### src/rtl/seg7_pkg.sv
// Shared seven-segment types and glyph constants.
// Segments are active-low, ordered {g,f,e,d,c,b,a}.
package seg7_pkg;

  typedef logic [6:0] seg7_t;

  localparam seg7_t SEG_BLANK = 7'h7F;
  localparam seg7_t SEG_DASH  = 7'h3F;

  localparam seg7_t GLYPH_TAB [16] = '{
    7'h40, 7'h79, 7'h24, 7'h30,
    7'h19, 7'h12, 7'h02, 7'h78,
    7'h00, 7'h10, SEG_DASH, SEG_DASH,
    SEG_DASH, SEG_DASH, SEG_DASH, SEG_DASH
  };

endpackage

### src/rtl/seg7_decode.sv
// 4-bit code to active-low glyph.
// Codes above 9 render as a dash.
module seg7_decode
  import seg7_pkg::*;
(
  input  logic [3:0] code,
  output seg7_t      seg
);

  assign seg = GLYPH_TAB[code];

endmodule

### src/rtl/seg7_scan_driver.sv
// Multiplexed common-anode seven-segment scanner
// with tear-free snapshot, lz blanking and guard.
module seg7_scan_driver
  import seg7_pkg::*;
#(
  parameter int N_DIGITS = 4,
  parameter int PRESCALE = 50000,
  parameter int GUARD    = 64
) (
  input  logic                  clk,
  input  logic                  rst,
  input  logic [4*N_DIGITS-1:0] din,
  input  logic                  load,
  input  logic                  lz_en,
  input  logic [N_DIGITS-1:0]   dp_mask,
  output logic [6:0]            seg,
  output logic                  dp,
  output logic [N_DIGITS-1:0]   an
);

  localparam int CW = $clog2(PRESCALE);
  localparam int IW =
    (N_DIGITS > 1) ? $clog2(N_DIGITS) : 1;
  localparam logic [CW-1:0] CNT_LAST =
    CW'(PRESCALE - 1);
  localparam logic [IW-1:0] IDX_LAST =
    IW'(N_DIGITS - 1);

  logic [CW-1:0]         cnt;
  logic [IW-1:0]         idx;
  logic [4*N_DIGITS-1:0] shadow;
  logic [4*N_DIGITS-1:0] disp;
  logic                  tick;
  logic                  frame_end;
  logic                  guarded;
  logic                  upper_zero;
  logic                  blank;
  logic [3:0]            cur;
  seg7_t                 glyph;

  assign tick      = (cnt == CNT_LAST);
  assign frame_end = tick && (idx == IDX_LAST);
  assign guarded   = int'(cnt) < GUARD;
  assign cur       = disp[{idx, 2'b00} +: 4];

  // Prescaler and slot index.
  always_ff @(posedge clk or posedge rst) begin
    if (rst) begin
      cnt <= '0;
      idx <= '0;
    end else if (tick) begin
      cnt <= '0;
      idx <= (idx == IDX_LAST) ? '0 : idx + 1'b1;
    end else begin
      cnt <= cnt + 1'b1;
    end
  end

  // Shadow capture; display swaps only at frame end
  // using the pre-edge shadow.
  always_ff @(posedge clk or posedge rst) begin
    if (rst) begin
      shadow <= '0;
      disp   <= '0;
    end else begin
      if (load)      shadow <= din;
      if (frame_end) disp   <= shadow;
    end
  end

  // All digits above the current slot are zero.
  always_comb begin
    upper_zero = 1'b1;
    for (int i = 0; i < N_DIGITS; i++) begin
      if (i > int'(idx) && disp[4*i +: 4] != 4'h0)
        upper_zero = 1'b0;
    end
  end

  assign blank = lz_en && (cur == 4'h0) &&
                 (idx != '0) && upper_zero;

  seg7_decode u_dec (
    .code (cur),
    .seg  (glyph)
  );

  // Registered outputs; dark during the guard window.
  always_ff @(posedge clk or posedge rst) begin
    if (rst) begin
      an  <= '1;
      seg <= SEG_BLANK;
      dp  <= 1'b1;
    end else if (guarded) begin
      an  <= '1;
      seg <= SEG_BLANK;
      dp  <= 1'b1;
    end else begin
      an  <= ~(N_DIGITS'(1) << idx);
      seg <= blank ? SEG_BLANK : glyph;
      dp  <= ~dp_mask[idx];
    end
  end

endmodule
### config.mk
export PLATFORM = sky130hd
export DESIGN_NAME = seg7_scan_driver
export DESIGN_NICKNAME = d
export VERILOG_FILES = /design/src/rtl/seg7_pkg.sv /design/src/rtl/seg7_decode.sv /design/src/rtl/seg7_scan_driver.sv
export SDC_FILE = /design/constraint.sdc
export NUM_CORES = 1
export LEC_CHECK = 0
export ABC_AREA = 0
export CAP_MARGIN = 20
export CORE_ASPECT_RATIO = 1.1
export CORE_MARGIN = 4
export CORE_UTILIZATION = 45
export CTS_BUF_LIST = sky130_fd_sc_hd__clkbuf_4
export DETAILED_ROUTE_END_ITERATION = 8
export DONT_BUFFER_PORTS = 1
export PLACE_DENSITY_LB_ADDON = 0.3
export SYNTH_ARGS = -nofsm -noshare
export SYNTH_HDL_FRONTEND = slang
export SYNTH_SLANG_ARGS = --single-unit
export TNS_END_PERCENT = 1
### constraint.sdc
create_clock -name clk -period 4.5 [get_ports clk]
set_input_delay 0.225 -clock clk [delete_from_list [all_inputs] [get_ports clk]]
set_output_delay 0.225 -clock clk [all_outputs]
set_load 0.005 [all_outputs]
==> results.ini <==
[outcome]
status = completed

[timing]
finalHoldViolCount = 0
finalSetupViolCount = 0
setup_tns_ns = 0
slew_viol_final = 0
period_minus_slack_ns = 2.35
post-route-period-util_pct = 52.2
layout_setup_ws_ns = 2.15
fmax_mhz = 426
fin_worst_skew_ns = 0.0175
whs_ns = 0.0819
rsz0062_at_grt = no
tightest_slew_ns = 0.749
relSlewSlack_pct = 50.0

[power]
power.share.switching_pct = 24.4
p_leak_nw = 1.44
power_switching_w = 0.000236
p_int_w = 0.000730
comb_power_share_pct = 6.3
seqPwrFrac_pct = 60.1
power.density_mw_per_mm2 = 289
vdd.ir_drop.worst_v = 0.000198
clkPwrFrac_pct = 33.7

[clocking]
cts_root_buffer = clkbuf_4
cts_sinks = 62
cts_tree = built
clockBufferDepth = 2
ctsResizeCount = 0
clkLatencyLatePin_ns = 0.40
numCtsBuffers = 9
cts_setup_buffers = 0
hold_buffers = 33
htreeDepth = 3
clk_pin_slew_ns = 0.11

[detailed_routing]
num_vias = 1777
firstDrtPassIters = 5
avgRoutedWirePerCell_um = 14.8
drcViolationCount = 0
ant_nets = 0
drt_iter0_drc = 97
drt_wl_total_mm = 5.00
via_per_inst = 5.27

[min_path]
holdPathStages = 2
hold_end = dp
hold_path.class = in2reg
hp-start = dp_mask[0]

[yosys]
synthFlopType = dfrtp_1
synthDistinctLibCells = 42
synth-seq-cells = 62
syn_inst = 216
avgSynthCellArea_um2 = 13.1
ys_warn_count = 0
syn_nets = 250
syn_area_mm2 = 0.00283
synth-seq-area-share_pct = 55.3
synth_edf_count = 0
synthArstFlopShare_pct = 100

[placed_design]
hpwl_mm = 3.32
place_ws_ns = 2.16
place.gp.congestion = 0.790
placed_area_mm2 = 0.00290
portBuffers = 0
placed_cells = 288

[layout]
final_common_cell = dfrtp_1
nNetsFinal = 286
final_cell_mix = 50 x dfrtp_1, 33 x dlygate4sd3_1, 32 x mux2_2
final_area_mm2 = 0.00334
final_cells = 337
layout-drive-gt1-share_pct = 28.4
fill_cells = 533
insertedDiodeCount = 0
area_delta_synth_final_pct = 17.8

[floorplan]
fp.dieH_um = 91.2
fp-row-count = 30
pin_count = 36
core-area_mm2 = 0.00616
start_util_pct = 46.0
die_area_mm2 = 0.00763
fp.dieW_um = 83.7

[grt]
grt_pass1_wl_mm = 9.10
grt_overflow = 0
grt_max_degree = 63
grt_usage_pct = 15.0
grt_pass1_vias = 1832
antenna_found_initial = 0

[setup_path]
r2r-start = idx[0]
reg2reg_to = seg[5]
critPathTopFamily = flip-flops
ff2ff_path_depth = 6
worstSetupStartpointType = register
cp_data_arrival_time_ns = 2.67
cp_max_fo = 9
critPathSlowestCell = dfrtp_1
path_cells = mux4_2 > inv_1 > ha_1 > nand3b_1 > o41a_1 > o211ai_1
cp.required_ns = 4.82
slowest_delay_ns = 0.63
path_class = reg2reg
rrSetupSlack_ns = 2.15
setup.worst_path.end_class = register
path_buf_inv = 1

[run]
drv_cap = 0

[final cells by class]
type / count / area (um^2) / share of cell area [%]
Sequential cell: 62 / 1570 / 46.9
Multi-Input combinational cell: 137 / 1190 / 35.7
Timing Repair Buffer: 34 / 338 / 10.1
Tap cell: 80 / 100 / 3.00
Clock buffer: 10 / 75.1 / 2.25
Clock inverter: 6 / 38.8 / 1.16
Inverter: 8 / 30.0 / 0.899
[through the flow]
stage	utilization, %	total power (W)
3_5_place_dp	47.0	0.000619
4_1_cts	54.2	0.000977
6_report	54.2	0.000966
2_1_floorplan	-	0.000613
3_3_place_gp	47.0	0.000618
5_1_grt	54.2	0.00102
[layer usage]
| metal | vias to the layer above | GRT usage, % | share of wire, % |
|---|---|---|---|
| li1 | 854 | - | - |
| met1 | 869 | 21.3 | 48 |
| met2 | 46 | 20.9 | 45 |
| met3 | 8 | 4.99 | 5.4 |
| met4 | 0 | 6.43 | 1.7 |
| met5 | - | 0 | 0 |
[kinds of logic (layout without fill, tap and decap cells)]
logic type / Yosys count / after routing / share of synthesized area, %
DFF: 62 / 62 / 55.3
xor gates and xnor gates: 12 / 12 / 3.71
AOI/OAI and AO/OA: 17 / 17 / 3.84
buffers and inverters: 17 / 58 / 2.69
muxes: 39 / 39 / 17.6
adders and majority gates: 10 / 10 / 4.42
and+or+nand+nor: 59 / 59 / 12.5
[power groups by stage]
| stage | combinational, W | sequential [W] | clock, W |
|---|---|---|---|
| after floorplan | 0.0000262 | 0.000587 | 0 |
| after global placement | 0.0000280 | 0.000590 | 0 |
| after detailed placement | 0.0000287 | 0.000591 | 0 |
| after CTS | 0.0000603 | 0.000580 | 0.000336 |
| after global routing | 0.0000672 | 0.000583 | 0.000373 |
| final | 0.0000606 | 0.000580 | 0.000325 |
[cells in the mapped netlist (all sizes together), types with 3 or more instances]
library cell / count / share of area, %
mux2: 33 / 13
a21oi: 3 / 0.53
xor2: 6 / 1.9
dfrtp: 50 / 44
nand2: 12 / 1.6
inv: 8 / 1.1
nand4: 4 / 1.4
mux4: 5 / 4.0
o21ai: 7 / 1.2
nand3: 9 / 1.6
clkbuf: 6 / 1.1
ha: 10 / 4.4
and3: 5 / 1.1
nor2: 12 / 1.9
or4: 4 / 1.3
dfstp: 12 / 11
xnor2: 6 / 1.9
nor4: 5 / 1.6
buf: 3 / 0.49
[state kept, by name, summed over array words and instances, names as in the netlist]
signal / count
cnt: 16
disp: 16
shadow: 16
seg: 7
an: 4
idx: 2
dp: 1
[worst max path at each step]
| stage | startpoint | to | slack, ns | cells after the start |
|---|---|---|---|---|
| 6_report | idx[0] | seg[5] | 2.15 | 6 |
| 2_1_floorplan | cnt[11] | idx[1] | 2.38 | 4 |
| 3_3_place_gp | idx[0] | seg[5] | 2.27 | 6 |
| 5_1_grt | idx[0] | seg[5] | 1.94 | 6 |
| 3_5_place_dp | idx[0] | seg[5] | 2.16 | 6 |
| 4_1_cts | idx[0] | seg[5] | 2.14 | 6 |
Power figures use the tool's default switching activity.
